--- src/rtl/charlie7x5_pkg.sv ---
`default_nettype none
// ============================================================================
//  Module      : charlie7x5_pkg
//  Description : Shared constants, scan state type and pin mapping helper
//                for the 7x5 charlieplexed LED matrix scanner.
//  Revision    : 1.0 - initial release
// ============================================================================
package charlie7x5_pkg;

    localparam int          NPINS         = 7;
    localparam int          NCOLS         = 5;
    localparam int          NROWS         = 7;
    localparam logic [2:0]  ADR_CTRL      = 3'd7;
    localparam int          CTRL_SWAP_BIT = 0;

    typedef enum logic [0:0] {
        BLANK = 1'b0,
        DRIVE = 1'b1
    } state_t;

    // Column c of row r sinks current through the pin c+1 places after the anode.
    function automatic logic [2:0] cathode_pin(input logic [2:0] r, input int c);
        int s;
        s = (int'(r) + 1 + c) % NPINS;
        return 3'(s);
    endfunction

endpackage
`default_nettype wire

--- src/rtl/charlie7x5_scan_if.sv ---
`default_nettype none
// ============================================================================
//  Module      : charlie7x5_scan_if
//  Description : Classic Wishbone slave port bundle for the matrix scanner.
//  Revision    : 1.0 - initial release
// ============================================================================
interface charlie7x5_scan_if;

    logic       wb_stb_i;
    logic       wb_we_i;
    logic [2:0] wb_adr_i;
    logic [7:0] wb_dat_i;
    logic [7:0] wb_dat_o;
    logic       wb_ack_o;

    modport master (
        output wb_stb_i, wb_we_i, wb_adr_i, wb_dat_i,
        input  wb_dat_o, wb_ack_o
    );

    modport slave (
        input  wb_stb_i, wb_we_i, wb_adr_i, wb_dat_i,
        output wb_dat_o, wb_ack_o
    );

endinterface
`default_nettype wire

--- src/rtl/charlie7x5_row_decode.sv ---
`default_nettype none
// ============================================================================
//  Module      : charlie7x5_row_decode
//  Description : Combinational map from one row's column bits to the
//                7-pin output-enable / level vectors.
//  Revision    : 1.0 - initial release
// ============================================================================
module charlie7x5_row_decode
    import charlie7x5_pkg::*;
(
    input  wire logic [2:0]       i_row,
    input  wire logic [NCOLS-1:0] i_cols,
    output logic      [NPINS-1:0] o_oe,
    output logic      [NPINS-1:0] o_o
);

    always_comb begin
        o_oe        = '0;
        o_o         = '0;
        o_oe[i_row] = 1'b1;
        o_o[i_row]  = 1'b1;
        for (int c = 0; c < NCOLS; c++) begin
            if (i_cols[c]) begin
                o_oe[cathode_pin(i_row, c)] = 1'b1;
            end
        end
    end

endmodule
`default_nettype wire

--- src/rtl/charlie7x5_scan.sv ---
`default_nettype none
// ============================================================================
//  Module      : charlie7x5_scan
//  Description : Double-buffered 7x5 charlieplex scanner with blanking and a
//                Wishbone back-buffer port; swaps only at frame boundaries.
//  Revision    : 1.0 - initial release
// ============================================================================
module charlie7x5_scan
    import charlie7x5_pkg::*;
#(
    parameter int ON_TICKS    = 1000,
    parameter int BLANK_TICKS = 16
) (
    input  wire logic             clock,
    input  wire logic             reset_n,
    charlie7x5_scan_if.slave      wb,
    output logic      [NPINS-1:0] charlie7x5_oe,
    output logic      [NPINS-1:0] charlie7x5_o,
    output logic                  frame_start
);

    localparam int c_max_ticks = (ON_TICKS > BLANK_TICKS) ? ON_TICKS : BLANK_TICKS;
    localparam int c_cnt_w     = (c_max_ticks > 1) ? $clog2(c_max_ticks) : 1;
    localparam logic [c_cnt_w-1:0] c_on_last    = c_cnt_w'(ON_TICKS - 1);
    localparam logic [c_cnt_w-1:0] c_blank_last = c_cnt_w'(BLANK_TICKS - 1);
    localparam logic [2:0]         c_last_row   = 3'(NROWS - 1);

    state_t             r_state;
    logic [2:0]         r_row;
    logic [c_cnt_w-1:0] r_cnt;
    logic [NPINS-1:0]   r_oe;
    logic [NPINS-1:0]   r_o;
    logic               r_frame_start;
    logic [NCOLS-1:0]   r_back  [NROWS];
    logic [NCOLS-1:0]   r_front [NROWS];
    logic               r_pending;
    logic               r_ack;
    logic [7:0]         r_dat;

    logic               w_xfer;
    logic               w_ctrl;
    logic               w_swap_req;
    logic               w_row_wr;
    logic               w_boundary;
    logic [7:0]         w_rdata;
    logic [NPINS-1:0]   w_dec_oe;
    logic [NPINS-1:0]   w_dec_o;
    logic               w_unused_dat_bits;

    assign w_xfer            = wb.wb_stb_i & ~r_ack;
    assign w_ctrl            = (wb.wb_adr_i == ADR_CTRL);
    assign w_swap_req        = w_xfer & wb.wb_we_i & w_ctrl & wb.wb_dat_i[CTRL_SWAP_BIT];
    assign w_row_wr          = w_xfer & wb.wb_we_i & ~w_ctrl;
    assign w_boundary        = (r_state == DRIVE) && (r_cnt == c_on_last) && (r_row == c_last_row);
    assign w_unused_dat_bits = ^wb.wb_dat_i[7:5];

    always_comb begin
        w_rdata = '0;
        if (w_ctrl) begin
            w_rdata = {7'b0, r_pending};
        end else begin
            w_rdata = {3'b0, r_back[wb.wb_adr_i]};
        end
    end

    charlie7x5_row_decode u_row_decode (
        .i_row  (r_row),
        .i_cols (r_front[r_row]),
        .o_oe   (w_dec_oe),
        .o_o    (w_dec_o)
    );

    // A swap request landing on the boundary edge both copies now and stays pending.
    always_ff @(posedge clock or negedge reset_n) begin
        if (!reset_n) begin
            for (int i = 0; i < NROWS; i++) begin
                r_back[i]  <= '0;
                r_front[i] <= '0;
            end
            r_pending <= 1'b0;
            r_ack     <= 1'b0;
            r_dat     <= '0;
        end else begin
            r_ack <= w_xfer;
            r_dat <= '0;
            if (w_xfer && !wb.wb_we_i) begin
                r_dat <= w_rdata;
            end
            if (w_row_wr) begin
                r_back[wb.wb_adr_i] <= wb.wb_dat_i[NCOLS-1:0];
            end
            if (w_boundary && (r_pending || w_swap_req)) begin
                for (int i = 0; i < NROWS; i++) begin
                    r_front[i] <= r_back[i];
                end
            end
            if (w_swap_req) begin
                r_pending <= 1'b1;
            end else if (w_boundary) begin
                r_pending <= 1'b0;
            end
        end
    end

    always_ff @(posedge clock or negedge reset_n) begin
        if (!reset_n) begin
            r_state       <= BLANK;
            r_row         <= '0;
            r_cnt         <= '0;
            r_oe          <= '0;
            r_o           <= '0;
            r_frame_start <= 1'b0;
        end else begin
            r_frame_start <= 1'b0;
            case (r_state)
                BLANK: begin
                    if (r_cnt == c_blank_last) begin
                        r_state <= DRIVE;
                        r_cnt   <= '0;
                        r_oe    <= w_dec_oe;
                        r_o     <= w_dec_o;
                    end else begin
                        r_cnt <= r_cnt + 1'b1;
                    end
                end
                DRIVE: begin
                    if (r_cnt == c_on_last) begin
                        r_state <= BLANK;
                        r_cnt   <= '0;
                        r_oe    <= '0;
                        r_o     <= '0;
                        if (r_row == c_last_row) begin
                            r_row         <= '0;
                            r_frame_start <= 1'b1;
                        end else begin
                            r_row <= r_row + 3'd1;
                        end
                    end else begin
                        r_cnt <= r_cnt + 1'b1;
                    end
                end
                default: begin
                    r_state <= BLANK;
                    r_cnt   <= '0;
                    r_oe    <= '0;
                    r_o     <= '0;
                end
            endcase
        end
    end

    assign charlie7x5_oe = r_oe;
    assign charlie7x5_o  = r_o;
    assign frame_start   = r_frame_start;
    assign wb.wb_ack_o   = r_ack;
    assign wb.wb_dat_o   = r_dat;

endmodule
`default_nettype wire

--- src/flat_wrapper.sv ---
// flat-port wrapper written by rule: the top's interface ports become plain ports
module charlie7x5_scan_flat import charlie7x5_pkg::*;
#(
    parameter int ON_TICKS    = 1000,
    parameter int BLANK_TICKS = 16
)
  (clock, reset_n, charlie7x5_oe, charlie7x5_o, frame_start, wb_wb_stb_i, wb_wb_we_i, wb_wb_adr_i, wb_wb_dat_i, wb_wb_dat_o, wb_wb_ack_o);
  charlie7x5_scan_if wb_i ();
  input  wire logic clock;
  input  wire logic reset_n;
  output logic      [NPINS-1:0] charlie7x5_oe;
  output logic      [NPINS-1:0] charlie7x5_o;
  output logic frame_start;
  input wire logic [$bits(wb_i.wb_stb_i)-1:0] wb_wb_stb_i;
  input wire logic [$bits(wb_i.wb_we_i)-1:0] wb_wb_we_i;
  input wire logic [$bits(wb_i.wb_adr_i)-1:0] wb_wb_adr_i;
  input wire logic [$bits(wb_i.wb_dat_i)-1:0] wb_wb_dat_i;
  output wire logic [$bits(wb_i.wb_dat_o)-1:0] wb_wb_dat_o;
  output wire logic [$bits(wb_i.wb_ack_o)-1:0] wb_wb_ack_o;
  assign wb_i.wb_stb_i = wb_wb_stb_i;
  assign wb_i.wb_we_i = wb_wb_we_i;
  assign wb_i.wb_adr_i = wb_wb_adr_i;
  assign wb_i.wb_dat_i = wb_wb_dat_i;
  assign wb_wb_dat_o = wb_i.wb_dat_o;
  assign wb_wb_ack_o = wb_i.wb_ack_o;
  charlie7x5_scan #(.ON_TICKS(ON_TICKS), .BLANK_TICKS(BLANK_TICKS)) u_core (.clock(clock), .reset_n(reset_n), .wb(wb_i), .charlie7x5_oe(charlie7x5_oe), .charlie7x5_o(charlie7x5_o), .frame_start(frame_start));
endmodule
--- config.mk ---
export PLATFORM = sky130hd
export DESIGN_NAME = charlie7x5_scan_flat
export DESIGN_NICKNAME = d
export VERILOG_FILES = /design/src/rtl/charlie7x5_pkg.sv /design/src/rtl/charlie7x5_scan_if.sv /design/src/rtl/charlie7x5_row_decode.sv /design/src/rtl/charlie7x5_scan.sv /design/src/flat_wrapper.sv
export SDC_FILE = /design/constraint.sdc
export NUM_CORES = 1
export LEC_CHECK = 0
export ABC_CLOCK_PERIOD_IN_PS = 6400
export BUFFER_PORTS_ARGS = -buffer_cell sky130_fd_sc_hd__buf_4
export CAP_MARGIN = 20
export CELL_PAD_IN_SITES_DETAIL_PLACEMENT = 0
export CELL_PAD_IN_SITES_GLOBAL_PLACEMENT = 1
export CORE_UTILIZATION = 49
export CTS_CLUSTER_DIAMETER = 150
export DETAILED_ROUTE_END_ITERATION = 6
export PLACE_DENSITY_LB_ADDON = 0.1
export SLEW_MARGIN = 20
export SYNTH_ARGS = -nofsm -noshare
export SYNTH_HDL_FRONTEND = slang
export SYNTH_SLANG_ARGS = --single-unit
--- constraint.sdc ---
create_clock -name clock -period 6.4 [get_ports clock]
set_input_delay 1.28 -clock clock [delete_from_list [all_inputs] [get_ports clock]]
set_output_delay 1.28 -clock clock [all_outputs]
set_load 0.01 [all_outputs]
==> results.json, run 1 <==
{
  "ys.flop_type": "dfrtp_1",
  "start_kind": "register",
  "clockBufferDepth": 2,
  "crit_slowest_cell": "ha_1",
  "synthArstFlopShare": 1.000,
  "core-area_sq_um": 13880,
  "grt_max_degree": 82,
  "timing.fmax_mhz": 198.4,
  "leakagePower_nw": 3.259,
  "antenna_found_initial": 0,
  "path_cells": "buf_4, inv_1, ha_1, ha_1, and3b_1, o31ai_2, inv_1, ha_1, nand3b_1, xnor2_1, ha_1, o311ai_2, or2_2, a22oi_2, mux2_2, a221oi_2, o21ai_2",
  "dieHeight_um": 121.3,
  "synth.distinct_cells": 93,
  "slowest_delay_ps": 510,
  "grt_pass1_wl_um": 28110,
  "tns_ps": 0,
  "synthTopCellsByArea": "dfrtp_1 (38%), mux2_2 (13%), ha_1 (4.1%)",
  "cts_buffers": 9,
  "synth_edf_count": 0,
  "worst_pin_slew_ps": 1052,
  "grt-ovfl-total": 0,
  "postRouteWirelength_um": 17260,
  "cts-resized-gates": 0,
  "hold_ws_ps": 454.0,
  "clkTransAtPathRegs_ps": 70,
  "nets": 738,
  "arrival_ps": 5280,
  "relSlewSlack": 0.2972,
  "crit_path_frequent_cell": "ha_1",
  "hold_path_class": "reg -> reg",
  "drt_pass1_iterations": 5,
  "avgRoutedWirePerCell_um": 19.52,
  "tritoncts": "done",
  "postRouteAntennaNets": 0,
  "antenna_cells": 0,
  "post-dp-hpwl_um": 12190,
  "vias": 5458,
  "grt_pass1_vias": 5202,
  "synth_most_common_cell": "dfrtp_1",
  "htreeDepth": 3,
  "seq_area_frac_synth": 0.3805,
  "post-route-period-util": 0.7877,
  "synthToLayoutAreaGrowth_pct": 9.460,
  "clock_sinks": 106,
  "drv_slew": 0,
  "syn_area_sq_um": 6970,
  "clk_latency_ps": 350,
  "finalNonFillerCells": 884,
  "ir_worst_vdd_mv": 0.2024,
  "port_buffers": 32,
  "postCtsSetupBuffers": 0,
  "die_w_um": 121.3,
  "cts-root-buf": "clkbuf_16",
  "viasPerCell": 6.174,
  "final.min_clock_period_ps": 5042,
  "drv_cap": 0,
  "rows": 43,
  "place.gp.congestion": 0.9006,
  "status": "finished, final reports clean",
  "final_util": 0.5497,
  "required_ps": 6640,
  "cts_hold_buf": 0,
  "layout-drive-gt1-share": 0.2415,
  "drc_errors": 0,
  "finalSetupViolCount": 0,
  "netlist_top_cells_count": "dfrtp_1 (106), mux2_2 (78), nand2_1 (42), nor2_1 (41), nand3_1 (37)",
  "crit_fanout": 25,
  "boundaryPins": 39,
  "endpoint_kind": "register",
  "pwr_density_cell_nw_per_um2": 185.8,
  "ys_seq_elements": 106,
  "skew_ps": 10.48,
  "dp.cells": 867,
  "rsz0062_at_grt": "no",
  "grt_use_total": 0.2483,
  "yosysTopAreaCell": "dfrtp_1",
  "start_util": 0.5022,
  "yosysTopAreaCellShare": 0.3805,
  "yosys_warnings": 0,
  "drtIter0Drc": 357,
  "synthCells": 684,
  "avgSynthCellArea_sq_um": 10.19,
  "finalHoldViolCount": 0,
  "die-area_sq_um": 14710,
  "crit_type": "reg -> reg"
}
-- cells by family after synthesis --
logic type / count (synthesis) / synth area share
AND/OR/NAND/NOR: 223 / 0.1696
AO/OA/AOI/OAI: 154 / 0.1736
flip-flops: 106 / 0.3805
multiplexers: 100 / 0.1666
buffers and inverters: 59 / 0.03985
adder cells (fa/ha/maj): 24 / 0.04416
XOR/XNOR: 17 / 0.02513
other: 1 / 0.0005380
-- per-stage QoR --
step / instance area (sq um) / power (W) / setup WS (ps)
3_3_place_gp: 7317 / 0.0008911 / 1472
2_1_floorplan: 6978 / 0.0008446 / 1499
6_report: 7630 / 0.001418 / 1358
5_1_grt: 7630 / 0.001479 / 1043
4_1_cts: 7602 / 0.001433 / 1382
3_5_place_dp: 7322 / 0.0008994 / 1421
-- cells in the final DEF (no fill, tap or decap), drive strengths merged, types with 4 or more instances in the layout --
cell type  count
o32ai          4
o21ai         28
or4            4
nand2b        12
a31oi         11
nor2          41
nand3b         5
nand3         38
nor4           5
a221oi         7
a31o           6
clkbuf        11
nor2b         16
o31ai          6
xnor2         11
mux4           4
xor2           6
inv           20
and2           7
nor3b          4
buf           43
and3           9
ha            23
o211ai         8
dfrtp        106
a21oi         20
a211oi         8
mux2          78
nor3          14
nand4          8
nand2         43
or3            7
mux2i         18
a21o           5
a22oi         13
-- power by group --
| group | switching [W] | total, W | internal [W] |
|---|---|---|---|
| Clock | 0.000258 | 0.000530 | 0.000272 |
| Combinational | 0.0000540 | 0.000122 | 0.0000676 |
| Sequential | 0.0000429 | 0.000766 | 0.000723 |
| Total | 0.000355 | 0.00142 | 0.00106 |
-- state kept, by name, indices dropped and copies added, names as in the netlist --
register              count
u_core.charlie7x5_oe      7
u_core.r_back            35
u_core.frame_start        1
u_core.r_row              3
u_core.r_pending          1
u_core.wb.wb_ack_o        1
u_core.r_front           35
u_core.r_state            1
u_core.charlie7x5_o       7
u_core.r_cnt             10
u_core.wb.wb_dat_o        5
-- cell type report --
type | instances | area [sq um]
tap | 180 | 225.2
multi-input combinational | 521 | 4059
fill | 1280 | 6251
sequential | 106 | 2653
inverter | 18 | 70.07
clock buffer | 11 | 232.7
timing repair buffer | 43 | 342.8
clock inverter | 5 | 47.55
-- critical path: cells and delay by family (launching register included) --
kind | cells | cell delay (ps)
adder cells (fa/ha/maj) | 4 | 1350
buffers and inverters | 3 | 690
XOR/XNOR | 1 | 140
AO/OA/AOI/OAI | 5 | 1200
AND/OR/NAND/NOR | 3 | 760
multiplexers | 1 | 410
flip-flops | 1 | 350
-- metal layers --
| layer | vias to the layer above | track usage | share of wire |
|---|---|---|---|
| li1 | 2588 | - | - |
| met1 | 2699 | 0.3336 | 0.46 |
| met2 | 146 | 0.4064 | 0.48 |
| met3 | 25 | 0.04464 | 0.035 |
| met4 | 0 | 0.07562 | 0.021 |
| met5 | - | 0 | 0 |
-- worst paths after layout --
check	start	endpoint	slack [ps]	depth (start not counted)
max in group asynchronous	reset_n	u_core.wb.wb_ack_o	4580	3
worst min register to register	u_core.wb.wb_ack_o	u_core.wb.wb_ack_o	450	1
worst max-delay path	u_core.r_row[1]	u_core.charlie7x5_oe[1]	1360	17
worst max register to register	u_core.r_row[1]	u_core.charlie7x5_oe[1]	1360	17
worst min-delay path	u_core.wb.wb_ack_o	u_core.wb.wb_ack_o	450	1
min in group asynchronous	reset_n	u_core.charlie7x5_oe[6]	840	1
Note: power is estimated with default switching activity, not from simulation.
==> inputs of run 2 (changes only) <==
--- a/config.mk
+++ b/config.mk
@@ -5,7 +5,7 @@
 export SDC_FILE = /design/constraint.sdc
 export NUM_CORES = 1
 export LEC_CHECK = 0
-export ABC_CLOCK_PERIOD_IN_PS = 6400
+export ABC_CLOCK_PERIOD_IN_PS = 5000
 export BUFFER_PORTS_ARGS = -buffer_cell sky130_fd_sc_hd__buf_4
 export CAP_MARGIN = 20
 export CELL_PAD_IN_SITES_DETAIL_PLACEMENT = 0
==> constraint.sdc (replaced) <==
create_clock -name clock -period 5 [get_ports clock]
set_input_delay 1 -clock clock [delete_from_list [all_inputs] [get_ports clock]]
set_output_delay 1 -clock clock [all_outputs]
set_load 0.01 [all_outputs]
==> results.json, run 2 (synthesis gave the netlist of run 1 again) <==
{
  "status": "finished, final reports clean",
  "cts-resized-gates": 0,
  "post-dp-hpwl_um": 12500,
  "rows": 43,
  "die_w_um": 121.3,
  "clkTransAtPathRegs_ps": 70,
  "clockBufferDepth": 2,
  "core-area_sq_um": 13880,
  "finalHoldViolCount": 0,
  "clock_sinks": 106,
  "antenna_cells": 0,
  "grt-ovfl-total": 0,
  "most-common-layout-cells": "dfrtp_1 (106), mux2_2 (78), buf_4 (48)",
  "grt_pass1_wl_um": 28350,
  "worst_pin_slew_ps": 999.9,
  "postCtsSetupBuffers": 0,
  "final-seq-area_sq_um": 2653,
  "post-route-period-util": 0.9120,
  "slowest_delay_ps": 550,
  "required_ps": 5210,
  "drv_cap": 0,
  "nets": 743,
  "antenna_found_initial": 0,
  "crit_type": "reg -> reg",
  "clk_latency_ps": 350,
  "top_regs": "u_core.r_back: 35 flops, u_core.r_front: 35 flops, u_core.r_cnt: 10 flops",
  "drtIter0Drc": 301,
  "arrival_ps": 4770,
  "skew_ps": 8.827,
  "crit_slowest_cell": "or4_1",
  "tns_ps": 0,
  "grt_max_degree": 77,
  "pwr_density_cell_nw_per_um2": 238.8,
  "start_kind": "register",
  "final_common_cell": "dfrtp_1",
  "die-area_sq_um": 14710,
  "tritoncts": "done",
  "timing.rr.start": "u_core.r_row[1]",
  "viasPerCell": 6.277,
  "boundaryPins": 39,
  "path_cells": "ha_1, xor2_4, buf_4, inv_4, ha_1, nand2_1, xnor2_2, ha_1, fa_1, nand4bb_1, a31oi_1, a31oi_1, nand3_1, o41ai_1, or4_1, a22oi_1, o211ai_1",
  "synthToLayoutAreaGrowth_pct": 9.962,
  "cp_num_buf_inv": 2,
  "vias": 5580,
  "port_buffers": 32,
  "avgRoutedWirePerCell_um": 19.73,
  "finalSetupViolCount": 0,
  "grt_pass1_vias": 5346,
  "rsz0062_at_grt": "no",
  "htreeDepth": 3,
  "crit_fanout": 10,
  "nFillCells": 1256,
  "drt_pass1_iterations": 4,
  "grt_use_total": 0.2507,
  "dieHeight_um": 121.3,
  "crit_family": "adder cells",
  "worstHoldStart": "u_core.wb.wb_ack_o",
  "cts-root-buf": "clkbuf_16",
  "crit_path_frequent_cell": "ha_1",
  "start_util": 0.5022,
  "endpoint_kind": "register",
  "multi_input_area_sq_um": 4061,
  "cts_hold_buf": 0,
  "layout-drive-gt1-share": 0.2511,
  "hold_ws_ps": 458.8,
  "critPathLaunch": "u_core.r_row[1]",
  "leakagePower_nw": 3.281,
  "cts_buffers": 9,
  "relSlewSlack": 0.3320,
  "final.min_clock_period_ps": 4560,
  "postRouteWirelength_um": 17540,
  "hold_path_class": "reg -> reg",
  "drv_slew": 0,
  "timing.fmax_mhz": 219.3,
  "postRouteAntennaNets": 0,
  "ir_worst_vdd_mv": 0.1616,
  "place.gp.congestion": 0.9079,
  "drc_errors": 0
}
run 2: cell type report:
cell class                      count  share of cell area
Timing Repair Buffer               48             0.04701
Multi-Input combinational cell    521              0.5299
Sequential cell                   106              0.3461
Clock buffer                        9             0.02938
Tap cell                          180             0.02938
Clock inverter                      7            0.009141
Inverter                           18            0.009141
run 2: power breakdown:
group / leakage (nW) / switching (W) / internal (W)
logic: 1.75 / 0.0000701 / 0.0000842
clock network: 0.140 / 0.000344 / 0.000352
registers: 1.39 / 0.0000546 / 0.000925
run 2: metal layers:
metal,GRT usage,up-vias,part of all wire
li1,-,2601,-
met1,0.3297,2789,0.45
met2,0.4154,156,0.48
met3,0.03195,34,0.039
met4,0.1049,0,0.031
met5,0,-,0
run 2: path summary, 6_finish.rpt:
| kind | depth (start not counted) | slack (ps) | to |
|---|---|---|---|
| setup / recovery | 17 | 440 | u_core.charlie7x5_oe[5] |
| hold / removal | 1 | 460 | u_core.wb.wb_ack_o |
| setup reg to reg | 17 | 440 | u_core.charlie7x5_oe[5] |
| hold reg to reg | 1 | 460 | u_core.wb.wb_ack_o |
| max in group asynchronous | 2 | 3210 | u_core.r_back[25] |
| min in group asynchronous | 1 | 820 | u_core.charlie7x5_oe[6] |
run 2: through the flow:
step	util	std cells	setup WS, ps	cell area, sq um	power [W]
floorplan	-	686	99.06	6978	0.001081
global placement	0.5304	873	548.5	7362	0.001142
detailed placement	0.5307	873	430.8	7367	0.001151
CTS	0.5520	889	398.5	7662	0.001846
global route	0.5522	889	68.37	7665	0.001901
finish	0.5522	889	439.9	7665	0.001830
